--- src/rtl/cpu_fetch_pkg.sv ---
// Shared fetch-stage definitions: FSM state encoding, instruction size codes
// and the position of the length field inside an opcode byte.
package cpu_fetch_pkg;

    localparam int STATE_W = 3;

    localparam logic [STATE_W-1:0] S_OP  = 3'd0;
    localparam logic [STATE_W-1:0] S_B1  = 3'd1;
    localparam logic [STATE_W-1:0] S_B2  = 3'd2;
    localparam logic [STATE_W-1:0] S_B3  = 3'd3;
    localparam logic [STATE_W-1:0] S_OUT = 3'd4;

    localparam logic [1:0] SZ1 = 2'd1;
    localparam logic [1:0] SZ2 = 2'd2;
    localparam logic [1:0] SZ3 = 2'd3;

    localparam int LEN_MSB = 7;
    localparam int LEN_LSB = 6;

endpackage

--- src/rtl/instr_len_decode.sv ---
// Opcode length decoder; also used by the decode stage, so it stays purely
// combinational.
module instr_len_decode
    import cpu_fetch_pkg::*;
(
    input  logic [7:0] opcode,
    output logic [1:0] size
);

    // Encoding 11 is reserved and treated as a single-byte instruction.
    always_comb begin
        case (opcode[LEN_MSB:LEN_LSB])
            2'b01:   size = SZ2;
            2'b10:   size = SZ3;
            default: size = SZ1;
        endcase
    end

endmodule

--- src/rtl/instr_fetch.sv ---
// Fetch sequencer: reads 1-3 bytes at pc from synchronous byte memory,
// presents the assembled instruction to decode and tells the PC when to move.
module instr_fetch
    import cpu_fetch_pkg::*;
#(
    parameter int ADDR_WIDTH = 8,
    parameter int DATA_WIDTH = 8
) (
    input  logic                  clk,
    input  logic                  rst_n,
    input  logic [ADDR_WIDTH-1:0] pc,
    input  logic                  flush,
    output logic                  mem_rd_en,
    output logic [ADDR_WIDTH-1:0] mem_addr,
    input  logic [DATA_WIDTH-1:0] mem_rdata,
    output logic                  instr_valid,
    input  logic                  instr_ready,
    output logic [DATA_WIDTH-1:0] instr_opcode,
    output logic [DATA_WIDTH-1:0] instr_op1,
    output logic [DATA_WIDTH-1:0] instr_op2,
    output logic [1:0]            instr_size,
    output logic                  adv,
    output logic [STATE_W-1:0]    dbg_state
);

    logic [STATE_W-1:0]    state_q, state_d;
    logic [DATA_WIDTH-1:0] opcode_q, opcode_d;
    logic [DATA_WIDTH-1:0] op1_q, op1_d;
    logic [DATA_WIDTH-1:0] op2_q, op2_d;
    logic [1:0]            size_q, size_d;
    logic [1:0]            rdata_size;
    logic [ADDR_WIDTH-1:0] pc_plus1, pc_plus2;

    instr_len_decode u_len (
        .opcode (mem_rdata),
        .size   (rdata_size)
    );

    assign pc_plus1 = pc + ADDR_WIDTH'(1);
    assign pc_plus2 = pc + ADDR_WIDTH'(2);

    // Handshake: an instruction transfers on a cycle where instr_valid and
    // instr_ready are both high; valid never drops until that transfer (or a
    // flush), and the payload is held stable throughout.
    always_comb begin
        state_d     = state_q;
        opcode_d    = opcode_q;
        op1_d       = op1_q;
        op2_d       = op2_q;
        size_d      = size_q;
        mem_rd_en   = 1'b0;
        mem_addr    = '0;
        instr_valid = 1'b0;
        adv         = 1'b1;

        if (flush) begin
            // The jump target is loaded into the PC on this edge; any read
            // already returning is dropped because S_OP never latches data.
            adv      = 1'b0;
            state_d  = S_OP;
            opcode_d = '0;
            op1_d    = '0;
            op2_d    = '0;
            size_d   = SZ1;
        end else begin
            case (state_q)
                S_OP: begin
                    mem_rd_en = 1'b1;
                    mem_addr  = pc;
                    state_d   = S_B1;
                end
                S_B1: begin
                    opcode_d = mem_rdata;
                    op1_d    = '0;
                    op2_d    = '0;
                    size_d   = rdata_size;
                    if (rdata_size == SZ1) begin
                        state_d = S_OUT;
                    end else begin
                        mem_rd_en = 1'b1;
                        mem_addr  = pc_plus1;
                        state_d   = S_B2;
                    end
                end
                S_B2: begin
                    op1_d = mem_rdata;
                    if (size_q == SZ3) begin
                        mem_rd_en = 1'b1;
                        mem_addr  = pc_plus2;
                        state_d   = S_B3;
                    end else begin
                        state_d = S_OUT;
                    end
                end
                S_B3: begin
                    op2_d   = mem_rdata;
                    state_d = S_OUT;
                end
                S_OUT: begin
                    instr_valid = 1'b1;
                    if (instr_ready) begin
                        adv     = 1'b0;
                        state_d = S_OP;
                    end
                end
                default: state_d = S_OP;
            endcase
        end

        // Reset state is S_OP, but no read or PC movement may escape while
        // rst_n is still low.
        if (!rst_n) begin
            mem_rd_en   = 1'b0;
            mem_addr    = '0;
            instr_valid = 1'b0;
            adv         = 1'b1;
        end
    end

    always_ff @(posedge clk or negedge rst_n) begin
        if (!rst_n) begin
            state_q  <= S_OP;
            opcode_q <= '0;
            op1_q    <= '0;
            op2_q    <= '0;
            size_q   <= SZ1;
        end else begin
            state_q  <= state_d;
            opcode_q <= opcode_d;
            op1_q    <= op1_d;
            op2_q    <= op2_d;
            size_q   <= size_d;
        end
    end

    assign instr_opcode = opcode_q;
    assign instr_op1    = op1_q;
    assign instr_op2    = op2_q;
    assign instr_size   = size_q;
    assign dbg_state    = state_q;

endmodule

--- config.mk ---
export PLATFORM = sky130hd
export DESIGN_NAME = instr_fetch
export DESIGN_NICKNAME = d
export VERILOG_FILES = /design/src/rtl/cpu_fetch_pkg.sv /design/src/rtl/instr_len_decode.sv /design/src/rtl/instr_fetch.sv
export SDC_FILE = /design/constraint.sdc
export NUM_CORES = 1
export LEC_CHECK = 0
export CORE_AREA = 2 2 65 67
export DETAILED_ROUTE_END_ITERATION = 8
export DIE_AREA = 0 0 67 69
export GPL_ROUTABILITY_DRIVEN = 1
export PLACE_DENSITY_LB_ADDON = 0.3
export SLEW_MARGIN = 20
export SYNTH_ARGS = -nofsm -noshare
export SYNTH_HDL_FRONTEND = slang
export SYNTH_HIERARCHICAL = 1
export SYNTH_SLANG_ARGS = --single-unit
--- constraint.sdc ---
create_clock -name clk -period 3.6 [get_ports clk]
set_input_delay 1.08 -clock clk [delete_from_list [all_inputs] [get_ports clk]]
set_output_delay 1.08 -clock clk [all_outputs]
set_load 0.05 [all_outputs]
Word level (Yosys, flattened, before mapping)
Index checks and enable logic that the tools add are counted.
Widths: inputs -> output; s select.
Word-level totals
  flip-flop bits (word level): 29
  bits of input ports: 20
  output and inout bits: 40
Operators by class
  add/sub/neg operators: 2
  eq/ne operators: 9
  mux-type cells: 31
  reductions and logical operators: 4
Operators with widths (count)
  $mux 8: 8
  $pmux 8 s2: 2
  $pmux 8 s3: 1
  $pmux 3 s5: 1
  $mux 3: 4
  $mux 1: 11
  $add 8x1->8 const B: 1
  $add 8x2->8 const B: 1
  $eq 3x2->1 const B: 2
  $reduce_bool 3->1: 2
  $eq 2x1->1 const B: 2
  $eq 2x2->1 const B: 2
  $mux 2: 2
  $pmux 2 s2: 1
  $eq 3x1->1 const B: 1
  $eq 3x3->1 const B: 1
  $logic_not 3->1: 1
  $ne 3x3->1 const B: 1
  $pmux 1 s3: 1
  $reduce_bool 2->1: 1

Longest topological paths before layout
  word-level depth: 7
  mapped depth: 8

Cells and area by module
Netlist, hierarchy kept.
Modules (own cells, without submodules)
  instr_fetch: times used 1, cells each 213, area an instance 1690.4 um^2, seq. area each 726.9 um^2
  instr_len_decode: times used 1, cells each 4, area an instance 23.8 um^2, seq. area each 0.0 um^2

Least setup slack after synthesis
OpenSTA, ideal clock, no wires.
  kind: input to output
  start: input port mem_rdata[7]
  end: output port mem_addr[3]
  arrival: 3.119 ns
  slack: -0.599 ns
  stages on the path: 7
  path through: inv_1 ha_1 inv_1 nor2b_1 nor2_2 nand2_1 a311oi_1
Between the ends
  word-level cells in the longest chain between the ends: 7
  elaborated cells between the ends (all ways): 8
  those cells by class: eq/ne (3); mux (5)
Ends and longest elaborated chain
  start, declared: line instr_fetch.sv:15  | input logic [DATA_WIDTH-1:0] mem_rdata,
  $eq 2x2->1 / $eq 2x1->1 (equally long branches): line instr_len_decode.sv:12  | case (opcode[LEN_MSB:LEN_LSB])
  $pmux 2 s2 *: line instr_len_decode.sv:12
  net rdata_size[1]: line instr_fetch.sv:31  | logic [1:0] rdata_size;
  $eq 2x1->1 *: line instr_fetch.sv:77  | if (rdata_size == SZ1) begin
  $mux 8 *: line instr_fetch.sv:77
  $pmux 8 s3 *: line instr_fetch.sv:66  | case (state_q)
  $mux 8 *: line instr_fetch.sv:56  | if (flush) begin
  $mux 8 *: line instr_fetch.sv:112  | if (!rst_n) begin
  end, declared: line instr_fetch.sv:14  | output logic [ADDR_WIDTH-1:0] mem_addr,
The timed path passes the listed nets; every way through them passes the cells marked *.

Worst setup path after layout
  start: input port mem_rdata[7]
  end: output port mem_addr[4]
The elaborated chain is that of the path after synthesis.

==> impl_metrics.yaml <==
worst_setup_path:
  required_ps: 2520
  crit_path_max_incr_delay_ps: 260
  crit_path_start_kind: "input pin"
  cp_max_fo: 3
  arrival_ps: 2500
  crit_chain: "buf_8 -> inv_4 -> ha_4 -> inv_4 -> nor2b_4 -> nor2_4 -> buf_6 -> a22o_4 -> a31oi_4 -> nor3_4 -> buf_12"
  crit_slowest_cell: "ha_4"
  critPathCaptureType: "output port"
  path_class: "input pin to output port"
  cpMostUsedCell: "inv_4"
routing:
  ant_nets: 0
  drt-initial-drc-count: 169
  first_pass_iters: 4
  vias: 1944
  wirelength_um: 5570
  routed_via_density: 5.55
  remaining_drc_errors: 0
  routedWlPerCell_um: 15.9
global_routing:
  grt_use_met2_pct: 39.4
  grt-ovfl-total: 0
  grt_pass1_vias: 1846
  grtUsageMet3_pct: 5.22
  grt_max_degree: 32
  busiest_layer: "met2"
  antenna_found_initial: 0
  use_met1_pct: 35.2
  grt_pass1_wl_um: 9010
  grt_usage_pct: 25.0
cts:
  cts_hold_buf: 0
  cts_root_buffer: "clkbuf_8"
  cts.htree.levels: 2
  numCtsBuffers: 5
  clk_latency_ps: 280
  cts_buffer_depth: 2
  cts_sinks: 29
  clk_pin_slew_ps: 60
  cts_tree: "yes"
hold_path:
  min_path_type: "flop to flop"
logic_synthesis:
  synth.net_count: 241
  ys_async_sr_fraction_pct: 100
  syn_area_per_cell_um2: 7.90
  ys.warnings.count: 6
  synth_flop_cell: "dfrtp_1"
  synth_edf_count: 0
  yosysUniqueCellTypes: 37
  synth_seq_area_share_pct: 42.4
  syn_area_mm2: 0.00171
  ys_seq_elements: 29
  synth_cells: 217
pwr:
  p_per_area_mw_per_mm2: 426
  ir_worst_vdd_mv: 0.216
  p_leak_nw: 1.26
  total_power_mw: 1.26
sta:
  rsz0062_at_grt: "yes"
  hold_viol_final: 0
  fin_crit_sh_pct: 99.6
  timing.final.ws_setup_ps: 15.1
  finalSetupViolCount: 0
  final_max_slew_viol_count: 0
  tightest_slew_ps: 517
  maxSlewHeadroom_pct: 65.4
  whs_ps: 518
  skew_ps: 2.40
  timing.fmax_mhz: 279
  fin_crit_ps: 3580
  tns_ps: 0
cells_and_area:
  n_antenna_cell: 0
  final_cell_count_no_fill: 350
  final_util_pct: 75.8
  final_cell_area_mm2: 0.00297
  drive_above_1_share_pct: 27.3
  final_cell_mix: "39 x a21oi_1, 39 x clkdlybuf4s50_1, 33 x nand2_1"
  syn_to_final_growth_pct: 73.0
  n_fill_cell: 281
  fin_nets: 323
die:
  core-area_mm2: 0.00391
  fp-row-count: 23
  design.portCount: 60
  fp.dieH_um: 69
  dieArea_mm2: 0.00462
  dieWidth_um: 67
  start_util_pct: 43.8
place:
  io_buffer_count: 59
  placed_cells: 339
  postPlaceCellArea_mm2: 0.00269
  post-place-ws_ps: -583
  place.detailed.hpwl_um: 3690
  gp_congestion: 0.805
outcome:
  outcome: "completed"
job:
  max-cap-violations: 0
==> registers in the layout (all words and copies together) (netlist names) <==
signal / count
instr_op2: 8
dbg_state: 3
instr_size: 2
instr_op1: 8
instr_opcode: 8
==> logic make-up (layout without fill, tap and decap cells) <==
kind of cell | after synthesis | count (layout) | share of synthesized area [%]
AO/OA/AOI/OAI | 63 | 63 | 21.5
buffers and inverters | 19 | 102 | 4.53
XOR/XNOR | 1 | 1 | 0.511
flip-flops | 29 | 29 | 42.4
adder cells (fa/ha/maj) | 4 | 4 | 2.92
AND/OR/NAND/NOR | 101 | 101 | 28.2
==> worst max-delay path: cells and delay by family <==
family	cells	cell delay, ps
simple gates	3	260
fa+ha+maj	1	260
compound gates	2	460
buf+inv	5	430
==> layer usage <==
metal	vias up	wire length (um)	share of wire (%)
li1	925	-	-
met1	939	2430	44
met2	72	2760	49
met3	8	322	5.8
met4	0	67	1.2
met5	-	0	0
==> area by class of cell <==
cell class,count,area (um2),area share [%]
clock buffer,7,86.3,2.91
clock inverter,1,30.0,1.01
inverter,5,23.8,0.802
multi-input combinational,169,1090,36.8
sequential,29,727,24.5
tap,50,62.6,2.11
timing repair buffer,89,946,31.9
==> cells in the mapped netlist (2+ instances only) <==
library cell | instances | area [um2]
a21oi_1 | 42 | 210
nand2_1 | 33 | 124
nor2_1 | 29 | 109
dfrtp_1 | 28 | 701
clkbuf_1 | 11 | 41.3
nor2b_1 | 10 | 62.6
nand3_1 | 9 | 45.0
nor3_1 | 6 | 30.0
a211oi_1 | 5 | 37.5
inv_1 | 5 | 18.8
ha_1 | 4 | 50.1
a31oi_1 | 3 | 18.8
o21ai_0 | 3 | 15.0
a21o_1 | 2 | 15.0
and4_1 | 2 | 17.5
buf_2 | 2 | 10.0
nor3b_1 | 2 | 15.0
nor4b_1 | 2 | 17.5
==> timing repair <==
| item | 4_1_cts | 5_1_grt |
|---|---|---|
| gates cloned | 0 | 0 |
| resized for setup | 36 | 14 |
| setup buffers | 2 | 1 |
| pin swaps | 9 | 10 |
| endpoints found under the setup margin | 9 | 5 |
==> power by group <==
part	total [mW]	internal, mW	leakage [nW]	switching, mW
clock	0.345	0.225	0.0585	0.119
combinational	0.549	0.215	0.810	0.334
sequential	0.370	0.352	0.396	0.0184
total	1.26	0.792	1.26	0.472
==> final timing paths <==
check	from	to	slack, ps	depth (start not counted)
worst max-delay path	mem_rdata[7]	mem_addr[4]	20	11
worst min-delay path	instr_op2[0]	instr_op2[0]	520	2
worst max register to register	dbg_state[1]	dbg_state[1]	1910	7
worst min register to register	instr_op2[0]	instr_op2[0]	520	2
max in group asynchronous	rst_n	instr_size[0]	2160	2
min in group asynchronous	rst_n	instr_op2[2]	1200	2
(Power assumes the default switching activity.)
